**src/rtl/integer_alu.sv**
```systemverilog
// Register-mapped integer ALU: ADD/SUB complete in one calculation cycle,
// MUL (shift-add) and DIV (restoring) iterate one operand bit per cycle.
module integer_alu #(
    parameter int UNIT_ID = 3,
    parameter int OPW     = 32
) (
    input  logic         Clk,
    input  logic         Reset,
    input  logic [15:0]  address,
    input  logic         nRead,
    input  logic         nWrite,
    input  logic [255:0] ExeDataOut,
    output logic [255:0] IntDataOut,
    output logic         IntErr
);
    localparam int         CW     = $clog2(OPW + 1);
    localparam logic [7:0] OP_ADD = 8'h10;
    localparam logic [7:0] OP_SUB = 8'h11;
    localparam logic [7:0] OP_MUL = 8'h12;
    localparam logic [7:0] OP_DIV = 8'h13;

    typedef enum logic [1:0] {IDLE, CALC, FINISH} state_t;

    state_t           state_q, state_d;
    logic [255:0]     src1_q, src1_d, src2_q, src2_d, result_q, result_d;
    logic [7:0]       status_in_q, status_in_d;
    logic             status_out_q, status_out_d;
    logic             int_err_q, int_err_d;
    logic [OPW-1:0]   work_a_q, work_a_d;
    logic [2*OPW-1:0] work_p_q, work_p_d;
    logic [CW-1:0]    count_q, count_d;

    logic             unit_sel, wr_en, rd_en;
    logic [4:0]       idx_hit;

    assign unit_sel = (address[15:12] == UNIT_ID[3:0]);
    assign wr_en    = unit_sel && !nWrite;
    assign rd_en    = unit_sel && !nRead;

    for (genvar gi = 0; gi < 5; gi++) begin : g_idx
        assign idx_hit[gi] = (address[11:0] == 12'(gi));
    end

    always_comb begin
        IntDataOut = '0;
        if (rd_en) begin
            if (idx_hit[0]) IntDataOut = src1_q;
            if (idx_hit[1]) IntDataOut = src2_q;
            if (idx_hit[2]) IntDataOut = result_q;
            if (idx_hit[3]) IntDataOut = {248'b0, status_in_q};
            if (idx_hit[4]) IntDataOut = {255'b0, status_out_q};
        end
    end

    assign IntErr = int_err_q;

    // Datapath for one calculation step; work_p holds {hi, lo} for MUL and {rem, quo} for DIV.
    logic [OPW:0] sum_ext, diff_ext, mul_sum, div_shift, div_trial;
    always_comb begin
        sum_ext   = {1'b0, work_a_q} + {1'b0, work_p_q[OPW-1:0]};
        diff_ext  = {1'b0, work_a_q} - {1'b0, work_p_q[OPW-1:0]};
        mul_sum   = {1'b0, work_p_q[2*OPW-1:OPW]} + (work_p_q[0] ? {1'b0, work_a_q} : '0);
        div_shift = work_p_q[2*OPW-1:OPW-1];
        div_trial = div_shift - {1'b0, work_a_q};
    end

    always_comb begin
        state_d      = state_q;
        src1_d       = src1_q;
        src2_d       = src2_q;
        result_d     = result_q;
        status_in_d  = status_in_q;
        status_out_d = status_out_q;
        int_err_d    = int_err_q;
        work_a_d     = work_a_q;
        work_p_d     = work_p_q;
        count_d      = count_q;
        case (state_q)
            IDLE: begin
                if (wr_en && idx_hit[0]) src1_d = ExeDataOut;
                if (wr_en && idx_hit[1]) src2_d = ExeDataOut;
                if (wr_en && idx_hit[3]) begin
                    status_in_d  = ExeDataOut[7:0];
                    status_out_d = 1'b0;
                    int_err_d    = 1'b0;
                    count_d      = '0;
                    state_d      = CALC;
                    // DIV keeps the divisor in work_a and the dividend in the low half of work_p.
                    if (ExeDataOut[7:0] == OP_DIV) begin
                        work_a_d = src2_q[OPW-1:0];
                        work_p_d = {{OPW{1'b0}}, src1_q[OPW-1:0]};
                    end else begin
                        work_a_d = src1_q[OPW-1:0];
                        work_p_d = {{OPW{1'b0}}, src2_q[OPW-1:0]};
                    end
                end
            end
            CALC: begin
                case (status_in_q)
                    OP_ADD: begin
                        work_p_d = {{(OPW-1){1'b0}}, sum_ext};
                        state_d  = FINISH;
                    end
                    OP_SUB: begin
                        work_p_d = {{(OPW-1){1'b0}}, diff_ext};
                        state_d  = FINISH;
                    end
                    OP_MUL, OP_DIV: begin
                        if (count_q == OPW[CW-1:0]) begin
                            state_d = FINISH;
                        end else begin
                            count_d = count_q + CW'(1);
                            if (status_in_q == OP_MUL)
                                work_p_d = {mul_sum, work_p_q[OPW-1:1]};
                            else
                                work_p_d = {div_trial[OPW] ? div_shift[OPW-1:0] : div_trial[OPW-1:0],
                                            work_p_q[OPW-2:0], ~div_trial[OPW]};
                        end
                    end
                    default: begin
                        work_p_d = '0;
                        state_d  = FINISH;
                    end
                endcase
            end
            FINISH: begin
                result_d     = {{(256-2*OPW){1'b0}}, work_p_q};
                status_out_d = 1'b1;
                int_err_d    = !(status_in_q inside {OP_ADD, OP_SUB, OP_MUL, OP_DIV}) ||
                               (status_in_q == OP_DIV && work_a_q == '0);
                state_d      = IDLE;
            end
            default: state_d = IDLE;
        endcase
    end

    always_ff @(posedge Clk) begin
        if (Reset) begin
            state_q      <= IDLE;
            src1_q       <= '0;
            src2_q       <= '0;
            result_q     <= '0;
            status_in_q  <= '0;
            status_out_q <= 1'b0;
            int_err_q    <= 1'b0;
            work_a_q     <= '0;
            work_p_q     <= '0;
            count_q      <= '0;
        end else begin
            state_q      <= state_d;
            src1_q       <= src1_d;
            src2_q       <= src2_d;
            result_q     <= result_d;
            status_in_q  <= status_in_d;
            status_out_q <= status_out_d;
            int_err_q    <= int_err_d;
            work_a_q     <= work_a_d;
            work_p_q     <= work_p_d;
            count_q      <= count_d;
        end
    end
endmodule

```
**config.mk**
```make
export PLATFORM = sky130hd
export DESIGN_NAME = integer_alu
export DESIGN_NICKNAME = d
export VERILOG_FILES = /design/src/rtl/integer_alu.sv
export SDC_FILE = /design/constraint.sdc
export NUM_CORES = 2
export LEC_CHECK = 0
export CAP_MARGIN = 0
export CELL_PAD_IN_SITES_DETAIL_PLACEMENT = 1
export CELL_PAD_IN_SITES_GLOBAL_PLACEMENT = 2
export CORE_UTILIZATION = 30
export CTS_BUF_LIST = sky130_fd_sc_hd__clkbuf_16
export DETAILED_ROUTE_END_ITERATION = 7
export HOLD_SLACK_MARGIN = 0.12
export PLACE_DENSITY = 0.88
export SLEW_MARGIN = 20
export SYNTH_ARGS = -nofsm -noshare
export SYNTH_HDL_FRONTEND = slang
export SYNTH_SLANG_ARGS = --single-unit
```
**constraint.sdc**
```tcl
create_clock -name Clk -period 7.9 [get_ports Clk]
set_input_delay 2.37 -clock Clk [delete_from_list [all_inputs] [get_ports Clk]]
set_output_delay 2.37 -clock Clk [all_outputs]
set_load 0.01 [all_outputs]
```
==> metrics.txt <==
# TYPE chip_impl_metric gauge
chip_impl_metric{name="synthArstFlopShare",unit=""} 0
chip_impl_metric{name="worstPathRequired",unit="ns"} 5.53
chip_impl_metric{name="worst_slew_margin_rel",unit=""} 0.239
chip_impl_info{name="timing.critical_path.to",value="IntDataOut[200]"} 1
chip_impl_metric{name="max-cap-violations",unit=""} 0
chip_impl_metric{name="initial_core_util",unit=""} 0.303
chip_impl_metric{name="placement.io_buffers",unit=""} 532
chip_impl_metric{name="share_of_final_layout_standard_cells_stronger_than_drive_strength_1",unit=""} 0.0494
chip_impl_metric{name="critical_path.max_fanout",unit=""} 35
chip_impl_metric{name="delay_of_the_slowest_critical_path_stage",unit="ns"} 0.57
chip_impl_metric{name="grt_start_max_net_pins",unit=""} 197
chip_impl_metric{name="max_freq",unit="GHz"} 0.131
chip_impl_metric{name="antenna_found_initial",unit=""} 39
chip_impl_metric{name="static-leakage-power",unit="nW"} 15.1
chip_impl_metric{name="detailed_place.area",unit="um2"} 42800
chip_impl_metric{name="fin_nets",unit=""} 5662
chip_impl_metric{name="grt_use_total",unit=""} 0.248
chip_impl_metric{name="syn_inst",unit=""} 4969
chip_impl_metric{name="layout.filler_cells",unit=""} 14400
chip_impl_info{name="critical_path.startpoint",value="address[3]"} 1
chip_impl_metric{name="synth_nets",unit=""} 5348
chip_impl_metric{name="cts-buffers-inserted",unit=""} 82
chip_impl_metric{name="cts.hold.buffers_added",unit=""} 0
chip_impl_metric{name="die_x",unit="um"} 348
chip_impl_metric{name="critPathArrivalTime",unit="ns"} 5.26
chip_impl_metric{name="drt-total-wl",unit="mm"} 157
chip_impl_metric{name="total_stage_count_of_the_critical_path",unit=""} 9
chip_impl_metric{name="worst_ir_drop_on_vdd",unit="V"} 0.000143
chip_impl_metric{name="netlist_area",unit="um2"} 35900
chip_impl_metric{name="syn-mean-instance-area",unit="um2"} 7.23
chip_impl_metric{name="report.final.hold_viol_count",unit=""} 0
chip_impl_metric{name="timing.final.max_slew_violations",unit=""} 0
chip_impl_metric{name="num_rows",unit=""} 126
chip_impl_metric{name="dieHeight",unit="um"} 348
chip_impl_metric{name="design.portCount",unit=""} 533
chip_impl_metric{name="fin_worst_skew",unit="ns"} 0.0237
chip_impl_metric{name="min_cycle_time_layout",unit="ns"} 7.63
chip_impl_metric{name="drt_drc_violations_left",unit=""} 0
chip_impl_info{name="rsz_0062_raised_after_global_routing",value="false"} 1
chip_impl_metric{name="cts_max_path_buffers",unit=""} 3
chip_impl_metric{name="syn_to_final_growth",unit="%"} 26.6
chip_impl_metric{name="synth_edf_count",unit=""} 0
chip_impl_metric{name="finalCritPeriodShare",unit=""} 0.966
chip_impl_metric{name="clk_pin_slew_worst_paths",unit="ns"} 0.05
chip_impl_metric{name="clock-sinks",unit=""} 690
chip_impl_info{name="synthFlopType",value="dfxtp_1"} 1
chip_impl_metric{name="avgRoutedWirePerCell",unit="um"} 22.4
chip_impl_metric{name="dieArea",unit="um2"} 121000
chip_impl_metric{name="synthDistinctLibCells",unit=""} 88
chip_impl_metric{name="reg2reg_setup_slack",unit="ns"} 2.77
chip_impl_metric{name="synth-seq-cells",unit=""} 690
chip_impl_metric{name="yosysSeqAreaShare",unit=""} 0.385
chip_impl_metric{name="rr_worst_depth",unit=""} 17
chip_impl_metric{name="drt-initial-drc-count",unit=""} 2857
chip_impl_metric{name="cts_setup_buffers",unit=""} 0
chip_impl_metric{name="setup_viol_count_final",unit=""} 0
chip_impl_metric{name="tightestPinTransition",unit="ns"} 1.14
chip_impl_info{name="holdCritPathClass",value="reg -> reg"} 1
chip_impl_info{name="timing.critical_path.to_type",value="output pin"} 1
chip_impl_metric{name="grt_pass1_wl",unit="mm"} 233
chip_impl_metric{name="htree_levels",unit=""} 3
chip_impl_metric{name="finish.instance_area",unit="um2"} 45500
chip_impl_metric{name="grt_remaining_overflow",unit=""} 0
chip_impl_metric{name="timing.setup.tns",unit="ns"} 0
chip_impl_metric{name="crit_buf_inv",unit=""} 4
chip_impl_metric{name="dp.final_hpwl",unit="mm"} 110
chip_impl_metric{name="routed_via_density",unit=""} 5.39
chip_impl_metric{name="post_cts_gate_resize_count",unit=""} 0
chip_impl_metric{name="detailroute.via_count",unit=""} 37600
chip_impl_info{name="cpMaxStageDelayCell",value="clkdlybuf4s50_1"} 1
chip_impl_metric{name="worstSkewPairLatency",unit="ns"} 0.66
chip_impl_info{name="cts_tree",value="yes"} 1
chip_impl_metric{name="fp.coreArea",unit="um2"} 118000
chip_impl_info{name="cp-start-kind",value="input port"} 1
chip_impl_metric{name="power_per_cell_area",unit="nW/um2"} 166
chip_impl_info{name="cp_cell_instances",value="clkdlybuf4s50_1 -> nor3_1 -> and4b_1 -> and3b_4 -> buf_12 -> buf_12 -> a22oi_1 -> nor2_1 -> clkdlybuf4s50_1"} 1
chip_impl_metric{name="synthesis.yosys.warnings",unit=""} 0
chip_impl_metric{name="ant_nets",unit=""} 0
chip_impl_info{name="run_status",value="completed"} 1
chip_impl_metric{name="grt_pass1_vias",unit=""} 37400
chip_impl_info{name="timing.rr.end",value="work_p_q[32]"} 1
chip_impl_info{name="clock_root_buffer_master",value="clkbuf_16"} 1
chip_impl_metric{name="first_pass_iters",unit=""} 6
chip_impl_info{name="cp_top_family",value="buffers and inverters"} 1
chip_impl_info{name="worst-setup-path-type",value="in -> out"} 1
chip_impl_metric{name="gp_congestion",unit=""} 0.902
chip_impl_info{name="worstReg2RegStart",value="status_in_q[7]"} 1
==> routing by layer <==
| layer | share of wire | track usage | vias up |
|---|---|---|---|
| met5 | 0.00027 | 0 | - |
| met4 | 0.044 | 0.111 | 6 |
| met3 | 0.060 | 0.0432 | 297 |
| met2 | 0.46 | 0.397 | 1076 |
| met1 | 0.44 | 0.324 | 18600 |
| li1 | - | - | 17600 |
==> power breakdown <==
part | internal [mW] | switching [mW]
combinational | 0.142 | 0.154
clock | 2.13 | 1.62
sequential | 3.48 | 0.0000275
total | 5.75 | 1.78
==> placed cells by master (no fill, tap or decap), types with 7 or more instances in the layout <==
cell type,netlist,routed
o21bai_1,12,12
a31oi_1,29,29
a21oi_1,783,783
clkinv_2,0,13
a21o_1,45,45
clkbuf_16,0,86
o31ai_1,11,11
o21ai_1,9,8
nor4_1,14,14
diode_2,0,34
dfxtp_1,690,689
nand4_1,25,25
nand2_1,1423,1419
xnor2_1,54,54
nand3_1,41,41
nand2b_1,21,20
o211ai_1,19,19
and3_1,53,52
nor2b_1,10,8
clkdlybuf4s50_1,0,529
inv_1,61,79
ha_1,100,100
a22oi_1,209,209
a211oi_1,65,65
and2_1,12,9
mux2i_1,102,102
o21a_1,18,18
xor2_1,46,45
mux4_2,7,7
nor2_1,455,452
buf_12,0,24
buf_4,2,67
clkinv_1,0,14
o21ai_0,96,95
nor3_1,42,42
==> layout make-up <==
cell class                 count  area, um2  area share
clock inverter                59        425     0.00936
inverter                      61        229     0.00504
timing repair buffer         622       6300       0.139
sequential                   690      13800       0.304
antenna                       34       85.1     0.00187
tap                         1600       2000      0.0440
clock buffer                  86       2150      0.0473
multi-input combinational   3826      20400       0.450
==> tightest hold or removal path, cell delays in order (launching register included) <==
cell	delay [ns]
dfxtp_1	0.31
nand2_1	0.05
a21oi_1	0.05
==> per-stage QoR <==
step	setup WS (ns)	total power, mW	std cells	hold slack, ns	util
global route	0.208	7.76	6978	0.470	0.384
CTS	0.323	7.60	6944	0.452	0.383
global placement	0.332	3.85	6799	0.439	0.361
detailed placement	0.330	3.85	6799	0.445	0.361
finish	0.269	7.53	6978	0.453	0.384
floorplan	1.41	3.64	4969	0.432	-
==> cells by family after synthesis <==
| group | Yosys count | synth area share |
|---|---|---|
| muxes | 113 | 0.0342 |
| DFF | 690 | 0.385 |
| buffers and inverters | 453 | 0.0486 |
| and+or+nand+nor | 2130 | 0.240 |
| xor gates and xnor gates | 101 | 0.0252 |
| AOI/OAI and AO/OA | 1379 | 0.231 |
| adders and majority gates | 103 | 0.0365 |
==> how the worst min path moves through the flow <==
stage                start           to  cells after the start
6_report        src2_q[58]   src2_q[58]                      2
5_1_grt        src2_q[105]  src2_q[105]                      2
4_1_cts         src2_q[53]   src2_q[53]                      2
3_5_place_dp    src2_q[41]   src2_q[41]                      2
3_3_place_gp    src2_q[51]   src2_q[51]                      2
2_1_floorplan   src2_q[32]   src2_q[32]                      2
==> state kept, by name, indices dropped and copies added (netlist names) <==
name	count
state_q	2
result_q	64
IntErr	1
work_p_q	64
src2_q	256
status_out_q	1
src1_q	256
work_a_q	32
status_in_q	8
count_q	6
==> Yosys cell counts (7+ instances only) <==
cell type  count  area [um2]
nor2b_1       10        62.6
buf_1         42         158
mux4_2         7         158
inv_1         61         229
o211ai_1      19         143
o31ai_1       11        82.6
nor2_1       455        1710
xor2_1        46         403
mux2i_1      102        1020
and3_1        53         332
o21ai_0       96         480
xnor2_1       54         473
nand2_1     1423        5340
nor4_1        14        87.6
nor3_1        42         210
o21ai_1        9        45.0
a21o_1        45         338
nand3_1       41         205
dfxtp_1      690       13800
a31oi_1       29         181
buf_2         13        65.1
and2_1        12        75.1
o21a_1        18         135
nand2b_1      21         131
o21bai_1      12        90.1
nand4_1       25         156
clkbuf_1     332        1250
a22oi_1      209        1570
a211oi_1      65         488
a21oi_1      783        3920
ha_1         100        1250
Note: power is estimated with default switching activity, not from simulation.
